$ cat src/rtl/seven_pkg.sv
// Shared glyph tables, helpers and converter state type for the seven_mux display driver.
// No logic of its own; glyphs are active-high {g,f,e,d,c,b,a}.
package seven_pkg;

  // Indexed by nibble value; the seven includes segment f.
  localparam logic [15:0][6:0] GLYPH_HEX = {
    7'h71, 7'h79, 7'h5E, 7'h39, 7'h7C, 7'h77, 7'h6F, 7'h7F,
    7'h27, 7'h7D, 7'h6D, 7'h66, 7'h4F, 7'h5B, 7'h06, 7'h3F
  };
  localparam logic [6:0] GLYPH_DASH  = 7'h40;
  localparam logic [6:0] GLYPH_BLANK = 7'h00;

  typedef enum logic [1:0] {
    IDLE,
    SHIFT,
    COMMIT
  } conv_state_t;

  function automatic logic [6:0] hex_to_glyph(input logic [3:0] nib);
    return GLYPH_HEX[nib];
  endfunction

  function automatic logic [63:0] pow10(input int unsigned n);
    logic [63:0] r;
    r = 64'd1;
    for (int unsigned i = 0; i < n; i++) r = r * 64'd10;
    return r;
  endfunction

endpackage

$ cat src/rtl/seven_bin2bcd.sv
// Free-running binary-to-BCD/nibble converter: capture, DATA_W double-dabble shifts, commit.
// Latency capture->done: DATA_W+1 cycles decimal, 1 cycle hex; no backpressure, done is a 1-cycle strobe.
module seven_bin2bcd
  import seven_pkg::*;
#(
  parameter int NUM_DIGITS = 4,
  parameter int DATA_W     = 32
) (
  input  logic                       clk,
  input  logic                       rst,
  input  logic                       start,
  input  logic [DATA_W-1:0]          data,
  input  logic                       hex_mode,
  output logic                       done,
  output logic [NUM_DIGITS-1:0][3:0] digits,
  output logic                       ovf
);

  localparam int BCD_W = 4 * NUM_DIGITS;
  localparam int CNT_W = $clog2(DATA_W);
  localparam logic [63:0] DEC_MAX = pow10(NUM_DIGITS) - 64'd1;

  conv_state_t       state, state_nxt;
  logic [DATA_W-1:0] shreg;
  logic [BCD_W-1:0]  bcd, bcd_adj;
  logic [CNT_W-1:0]  cnt;
  logic              hex_ovf, dec_ovf;

  if (DATA_W > BCD_W) begin : g_hex_ovf
    assign hex_ovf = |data[DATA_W-1:BCD_W];
  end else begin : g_no_hex_ovf
    assign hex_ovf = 1'b0;
  end

  assign dec_ovf = 64'(data) > DEC_MAX;

  always_comb begin
    bcd_adj = bcd;
    for (int i = 0; i < NUM_DIGITS; i++) begin
      if (bcd[4*i +: 4] >= 4'd5) bcd_adj[4*i +: 4] = bcd[4*i +: 4] + 4'd3;
    end
  end

  always_comb begin
    state_nxt = state;
    case (state)
      IDLE:    if (start) state_nxt = hex_mode ? COMMIT : SHIFT;
      SHIFT:   if (cnt == CNT_W'(DATA_W - 1)) state_nxt = COMMIT;
      COMMIT:  state_nxt = IDLE;
      default: state_nxt = IDLE;
    endcase
  end

  always_ff @(posedge clk) begin
    if (rst) begin
      state <= IDLE;
      shreg <= '0;
      bcd   <= '0;
      cnt   <= '0;
      ovf   <= 1'b0;
    end else begin
      state <= state_nxt;
      case (state)
        IDLE: begin
          if (start) begin
            shreg <= data;
            cnt   <= '0;
            bcd   <= hex_mode ? BCD_W'(data) : '0;
            ovf   <= hex_mode ? hex_ovf : dec_ovf;
          end
        end
        SHIFT: begin
          // Digits carried out of the top are lost; the overflow flag covers that case.
          bcd   <= {bcd_adj[BCD_W-2:0], shreg[DATA_W-1]};
          shreg <= shreg << 1;
          cnt   <= cnt + 1'b1;
        end
        default: ;
      endcase
    end
  end

  assign done   = (state == COMMIT);
  assign digits = bcd;

endmodule

$ cat src/rtl/seven_mux.sv
// Multiplexed N-digit 7-segment driver: converter feeds tear-free display registers, scanned per DIGIT_TICKS.
// Outputs registered, 1 cycle from display state/blank_lz/dp; no backpressure, conversion free-runs.
module seven_mux
  import seven_pkg::*;
#(
  parameter int NUM_DIGITS       = 4,
  parameter int DATA_W           = 32,
  parameter int DIGIT_TICKS      = 100000,
  parameter int ANODE_ACTIVE_LOW = 1,
  parameter int SEG_ACTIVE_LOW   = 1
) (
  input  logic                  clk,
  input  logic                  rst,
  input  logic [DATA_W-1:0]     data_seg,
  input  logic                  hex_mode,
  input  logic                  blank_lz,
  input  logic [NUM_DIGITS-1:0] dp,
  output logic [NUM_DIGITS-1:0] anode,
  output logic [6:0]            seg,
  output logic                  dp_out,
  output logic                  overflow,
  output logic                  bcd_valid
);

  localparam int IDX_W  = (NUM_DIGITS > 1) ? $clog2(NUM_DIGITS) : 1;
  localparam int TICK_W = $clog2(DIGIT_TICKS);
  localparam logic [NUM_DIGITS-1:0] ANODE_OFF = {NUM_DIGITS{ANODE_ACTIVE_LOW != 0}};
  localparam logic [6:0]            SEG_OFF   = {7{SEG_ACTIVE_LOW != 0}};

  logic                       conv_done, conv_ovf;
  logic [NUM_DIGITS-1:0][3:0] conv_digits, disp;
  logic                       disp_ovf;
  logic [TICK_W-1:0]          tick;
  logic [IDX_W-1:0]           idx;
  logic [NUM_DIGITS-1:0]      lz_zero;
  logic [NUM_DIGITS-1:0]      onehot;
  logic [6:0]                 glyph;

  seven_bin2bcd #(
    .NUM_DIGITS(NUM_DIGITS),
    .DATA_W    (DATA_W)
  ) u_conv (
    .clk     (clk),
    .rst     (rst),
    .start   (1'b1),
    .data    (data_seg),
    .hex_mode(hex_mode),
    .done    (conv_done),
    .digits  (conv_digits),
    .ovf     (conv_ovf)
  );

  // lz_zero[i]: digit i and every digit above it are zero.
  always_comb begin
    lz_zero = '0;
    lz_zero[NUM_DIGITS-1] = (disp[NUM_DIGITS-1] == 4'd0);
    for (int i = NUM_DIGITS - 2; i >= 0; i--) begin
      lz_zero[i] = lz_zero[i+1] && (disp[i] == 4'd0);
    end
  end

  always_comb begin
    glyph = hex_to_glyph(disp[idx]);
    if (disp_ovf) glyph = GLYPH_DASH;
    else if (blank_lz && (idx != '0) && lz_zero[idx]) glyph = GLYPH_BLANK;
    onehot      = '0;
    onehot[idx] = 1'b1;
  end

  always_ff @(posedge clk) begin
    if (rst) begin
      tick      <= '0;
      idx       <= '0;
      disp      <= '0;
      disp_ovf  <= 1'b0;
      bcd_valid <= 1'b0;
      anode     <= ANODE_OFF;
      seg       <= SEG_OFF;
      dp_out    <= SEG_OFF[0];
    end else begin
      if (tick == TICK_W'(DIGIT_TICKS - 1)) begin
        tick <= '0;
        idx  <= (idx == IDX_W'(NUM_DIGITS - 1)) ? '0 : idx + 1'b1;
      end else begin
        tick <= tick + 1'b1;
      end
      bcd_valid <= conv_done;
      if (conv_done) begin
        disp     <= conv_digits;
        disp_ovf <= conv_ovf;
      end
      anode  <= onehot ^ ANODE_OFF;
      seg    <= glyph ^ SEG_OFF;
      dp_out <= dp[idx] ^ SEG_OFF[0];
    end
  end

  assign overflow = disp_ovf;

endmodule

$ cat config.mk
export PLATFORM = sky130hd
export DESIGN_NAME = seven_mux
export DESIGN_NICKNAME = d
export VERILOG_FILES = /design/src/rtl/seven_pkg.sv /design/src/rtl/seven_bin2bcd.sv /design/src/rtl/seven_mux.sv
export SDC_FILE = /design/constraint.sdc
export NUM_CORES = 1
export LEC_CHECK = 0
export BUFFER_PORTS_ARGS = -buffer_cell sky130_fd_sc_hd__buf_2
export CAP_MARGIN = 20
export CORE_ASPECT_RATIO = 0.75
export CORE_UTILIZATION = 48
export CTS_CLUSTER_SIZE = 8
export DETAILED_ROUTE_END_ITERATION = 12
export HOLD_SLACK_MARGIN = 0.06
export PLACE_DENSITY = 0.65
export SLEW_MARGIN = 20
export SYNTH_ARGS = -nofsm -noshare
export SYNTH_HDL_FRONTEND = slang
export SYNTH_SLANG_ARGS = --single-unit
$ cat constraint.sdc
create_clock -name clk -period 2.95 [get_ports clk]
set_input_delay 0.295 -clock clk [delete_from_list [all_inputs] [get_ports clk]]
set_output_delay 0.295 -clock clk [all_outputs]
set_load 0.05 [all_outputs]
# --- Word level (Yosys, flattened, before mapping) ---
# Memories as Yosys holds them, arrays and structs flattened.
# Cells that the tools add are included.
word_totals:
  rom_bits: 112
  n_memories: 1
  regBits: 105
  elab_cells: 80
mem_list:
  columns: ["memory", "depth", "word_bits", "read_ports", "rd_ports_with_merged_regs", "wr", "line", "text"]
  rows:
  - ["(no name shown)", 16, 7, 1, 0, 0, "seven_pkg.sv:20", "return GLYPH_HEX[nib];"]
op_classes:
  n_reduce_logical: 15
  magnitude_cmp: 8
  muxes: 24
  bitwise_logic: 3
  n_eq_ne: 6
  addsub: 7
op_table:
  columns: ["operator", "n"]
  rows:
  - ["32-bit one-hot mux with 2 select lines", 1]
  - ["32-bit by 14-bit greater-than comparator with 1-bit output (second input constant)", 1]
  - ["16-bit one-hot mux with 2 select lines", 1]
  - ["7-bit two-way mux", 3]
  - ["17-bit by 1-bit adder with 17-bit output (second input constant)", 1]
  - ["17-bit equality test (second input constant)", 1]
  - ["4-bit by 3-bit >= comparator with 1-bit output (second input constant)", 4]
  - ["4-bit logical NOT", 4]
  - ["16-bit two-way mux", 1]
  - ["4-bit two-way mux", 4]
  - ["16-bit OR reduction", 1]
  - ["4-bit by 2-bit adder with 4-bit output (second input constant)", 3]
  - ["5-bit one-hot mux with 2 select lines", 1]
  - ["4-bit binary-select mux with 2-bit select", 1]
  - ["7-bit NOT", 1]
  - ["1-bit logical AND", 6]
  - ["2-bit two-way mux", 3]
  - ["5-bit by 1-bit adder with 5-bit output (second input constant)", 1]
  - ["5-bit equality test (second input constant)", 1]
  - ["4-bit by 5-bit < comparator with 1-bit output (second input constant)", 1]
  - ["1-bit binary-select mux with 2-bit select", 2]
  - ["2-bit equality test (second input constant)", 2]
  - ["1-bit two-way mux", 4]
  - ["4-bit NOT", 1]
  - ["13 further kinds", 14]

# --- Logic depth before layout (Yosys ltp) ---
depth:
  word_depth: 10
  mapped_depth: 9

# --- Modules after synthesis ---
# From an unflattened synthesis, not the netlist that was laid out.
unflattened:
  cells_unflattened: 599
  hier_area_um2: 5351.4
modules_own_cells:
  columns: ["mod", "n_inst", "area_per_inst_um2", "cells_each", "seq_area_each_um2"]
  rows:
  - ["seven_bin2bcd", 1, 3060.4, 359, 1121.1]
  - ["seven_mux", 1, 2290.9, 240, 980.9]

# --- Worst setup path before layout ---
# OpenSTA, ideal clock, no wires.
synth_path:
  path_kind: "register to register"
  start: "register idx[0]"
  end: "register seg[3]"
  path_slack_ns: 0.857
  synth_period_minus_slack_ns: 2.093
  t_required_ns: 2.888
  path_stages_with_launch: 10
  arrival_ns: 2.030
  setup_ns: 0.062
  n_path_buf: 2
  path_cell_list: "dfxtp_1 > buf_6 > buf_4 > mux4_2 > inv_1 > ha_1 > nand2b_1 > o21ai_0 > mux2_2 > nand2_1"
synth_via:
  elab_chain_len: 7
synth_lines:
  columns: ["element", "line", "text"]
  rows:
  - ["from (decl)", "seven_mux.sv:34", "logic [IDX_W-1:0] idx;"]
  - ["from (signal assigned)", "seven_mux.sv:83", "idx <= (idx == IDX_W'(NUM_DIGITS - 1)) ? '0 : idx + 1'b1;"]
  - ["4-bit binary-select mux with 2-bit select", "seven_mux.sv:63", "glyph = hex_to_glyph(disp[idx]);"]
  - ["4-bit two-way mux (implied by the code)", "seven_mux.sv:63", null]
  - ["memory read 16 x 7 bit", null, null]
  - ["7-bit two-way mux (implied by the code)", "seven_pkg.sv:20", null]
  - ["7-bit two-way mux (*)", "seven_mux.sv:65", "else if (blank_lz && (idx != '0) && lz_zero[idx]) glyph = GLYPH_BLANK;"]
  - ["7-bit two-way mux (*)", "seven_mux.sv:64", "if (disp_ovf) glyph = GLYPH_DASH;"]
  - ["7-bit NOT (no source line) (*)", null, null]
  - ["to (signal assigned)", "seven_mux.sv:93", "seg <= glyph ^ SEG_OFF;"]
  - ["to (decl)", "seven_mux.sv:19", "output logic [6:0] seg,"]
# Mark *: on every way between the ends. The rest lies on a longest branch, timed or not. The select of a mux whose other input is x is not followed.
# A chain may end at the register's enable or synchronous reset.

# --- Worst setup path after layout ---
# Same ends and word-level chain as after synthesis.

==> qor.txt <==
Detail Placement HPWL - 7430 µm
CTS Buf Count - 9
MaxCap Viol Count - 0
DRT Pass-1 Iters - 5
PostCTS Resize Cnt - 0
# clock sinks - 105
Register area share after synthesis - 42.1%
Overall power - 3.01 mW
Worst EP required - 3.24 ns
Num rows - 31
Vias/cell - 5.40
Routed Antenna Nets - 0
Die H - 90.3 µm
Crit path DAT - 2.31 ns
Worst Path Buf+Inv - 1
Fmax - 494 MHz
Setup Skew - 0.00889 ns
Largest net degree at the start of global routing - 59
DR WL/cell - 14.4 µm
Vias in the first global route - 3696
Final slew viol count - 0
Yosys reg bits - 105
Yosys top cell area share - 42.1%
Crit Path Max Fanout - 6
Final wirelength - 10500 µm
CP max-delay cell - mux4_1
Synthesized area - 0.00499 mm²
Iteration-0 DRC Markers - 284
RSZ-0062 raised after global routing - no
Finished Cell Area - 0.00560 mm²
Synth-to-Final Area Change - 12.1%
Area of the die - 0.0108 mm²
Worst skew pair latency - 0.35 ns
Setup TNS - 0 ns
Syn nets - 618
Final setup fails - 0
Crit-path cells - mux4_1, inv_1, ha_1, nand2b_1, o21ai_0, mux2_2, nand2_1
GP Congestion - 0.795
Main synth FF type - dfxtp_1
Total GRT Usage - 20.3%
Dpl cell area - 0.00534 mm²
Count leader, synth - nor2_1
Outcome - finished clean
Layout cell share with drive strength beyond 1 - 14.2%
YS warnings - 0
TritonCTS clock tree - yes
I/O pin count - 54
Setup Fix Bufs, Post-CTS - 0
Slowest cell delay on critical path - 0.68 ns
Number of flops mapped to enable cells by yosys - 0
DR vias - 3940
Least-Margin Pin Slew - 0.902 ns
Final net count - 656
Period utilization - 68.6%
Horiz. Die Dim - 120 µm
Max VDD drop - 251 µV
Critical Path End Type - flip-flop
Final Hold Fails - 0
CP Launch Type - flip-flop
First-pass GRT wire length - 17700 µm
Root Driver - clkbuf_16
Avg Inst Size Synth - 8.97 µm²
Largest area contributor in the netlist - dfxtp_1
Fin crit period - 2.02 ns
Clock Tree Buf Depth - 2
Synth unique cells - 47
CP delay by family, top - multiplexers
Initial antenna violation count - 0
Initial Utilization - 50.5%
Synth top cells by count - nor2_1, dfxtp_1, a21oi_1
# port buffers - 53
Antenna Cells - 0
Drt drc - 0
R2R Setup Slk - 0.93 ns
Max-slew headroom - 39.6%
Min-Delay Path Class - in2reg
Crit path kind - reg2reg
Leak - 2.24 nW
Top post-synthesis cells by area - dfxtp_1, nor2_1, mux2i_1, ha_1, a21oi_1
Total congestion overflow - 0
FFs w/ async S/R, synth - 0%
Post-Syn Instances - 557
Power Dens Cells - 538 mW/mm²
Clock-pin slew on the worst setup and hold paths - 0.07 ns
CTS Hold Bufs - 0
Core Box Area - 0.00989 mm²
H-tree levels - 3
-- tightest hold or removal path: cells and delay by family --
kind,cells,cell delay (ns)
buf+inv,1,0.09
simple gates,1,0.08
compound gates,1,0.05
-- routing by layer --
metal  part of all wire, %  vias up  global-route usage [%]
met1                    49     1814                    26.8
met5                     0        -                       0
met3                   4.4        7                    5.43
met4                  0.76        0                    4.48
li1                      -     2044                       -
met2                    46       75                    33.1
-- worst paths after layout --
kind                from         endpoint  cells after the start
min reg2reg      tick[0]          tick[0]                      1
max               idx[0]           seg[3]                      7
max reg2reg       idx[0]           seg[3]                      7
min          data_seg[0]  u_conv.shreg[0]                      3
-- through the flow --
stage               setup slack [ns]  instances  util (%)  hold WS (ns)
floorplan                      0.857        557         -         0.429
global placement               0.857        716      53.9         0.443
detailed placement             0.964        716      53.9         0.454
CTS                            0.933        730      56.6         0.207
global route                   0.770        730      56.6         0.236
finish                         0.927        730      56.6         0.213
-- state kept, by name, summed over array words and instances, names as in the netlist --
register / flops
seg: 7
idx: 2
disp: 16
u_conv.cnt: 5
overflow: 1
u_conv.digits: 16
u_conv.ovf: 1
anode: 4
u_conv.state: 2
u_conv.shreg: 32
tick: 17
bcd_valid: 1
dp_out: 1
-- logic make-up (layout without fill, tap and decap cells) --
kind of cell | count (synthesis) | after routing | share of synthesized area, %
buffers and inverters | 48 | 89 | 4.06
adder cells (fa/ha/maj) | 21 | 21 | 5.26
XOR/XNOR | 26 | 26 | 4.56
flip-flops | 105 | 105 | 42.1
AND/OR/NAND/NOR | 205 | 205 | 18.6
AO/OA/AOI/OAI | 99 | 99 | 13.2
multiplexers | 53 | 53 | 12.3
-- cell usage in the layout (no fill, tap or decap), types with 2 or more instances in the layout --
cell         n
a211oi_1     2
a21oi_1     46
a221oi_1     9
a222oi_1     6
a22o_1      16
a22oi_1      3
and4_1       2
buf_2       53
buf_4        6
clkbuf_1     3
clkbuf_16    9
clkbuf_8     2
dfxtp_1    103
dfxtp_2      2
ha_1        21
inv_1       16
mux2_2       3
mux2i_1     44
mux4_2       5
nand2_1     16
nand2b_1    11
nand3_1     10
nand3b_1     2
nand4_1      6
nor2_1     121
nor3_1      13
nor3b_1      4
nor4_1       9
o21ai_0      8
or2_2        3
xnor2_1     12
xor2_1      14
-- report_power, final --
| group | internal [mW] | switching, mW | total, mW | leakage [nW] |
|---|---|---|---|---|
| registers | 1.49 | 0.0640 | 1.55 | 0.861 |
| clock network | 0.610 | 0.482 | 1.09 | 0.129 |
| logic | 0.148 | 0.218 | 0.367 | 1.26 |
| total | 2.25 | 0.765 | 3.01 | 2.24 |
-- cell type report --
type                    instances  area [µm²]
flip-flops and latches        105        2100
well taps                     132         165
clock buffers                  14         264
inverters                      16        60.1
fillers                       926        4290
multi-input cells             404        2700
repair buffers                 59         310
Note: power is estimated with default switching activity, not from simulation.
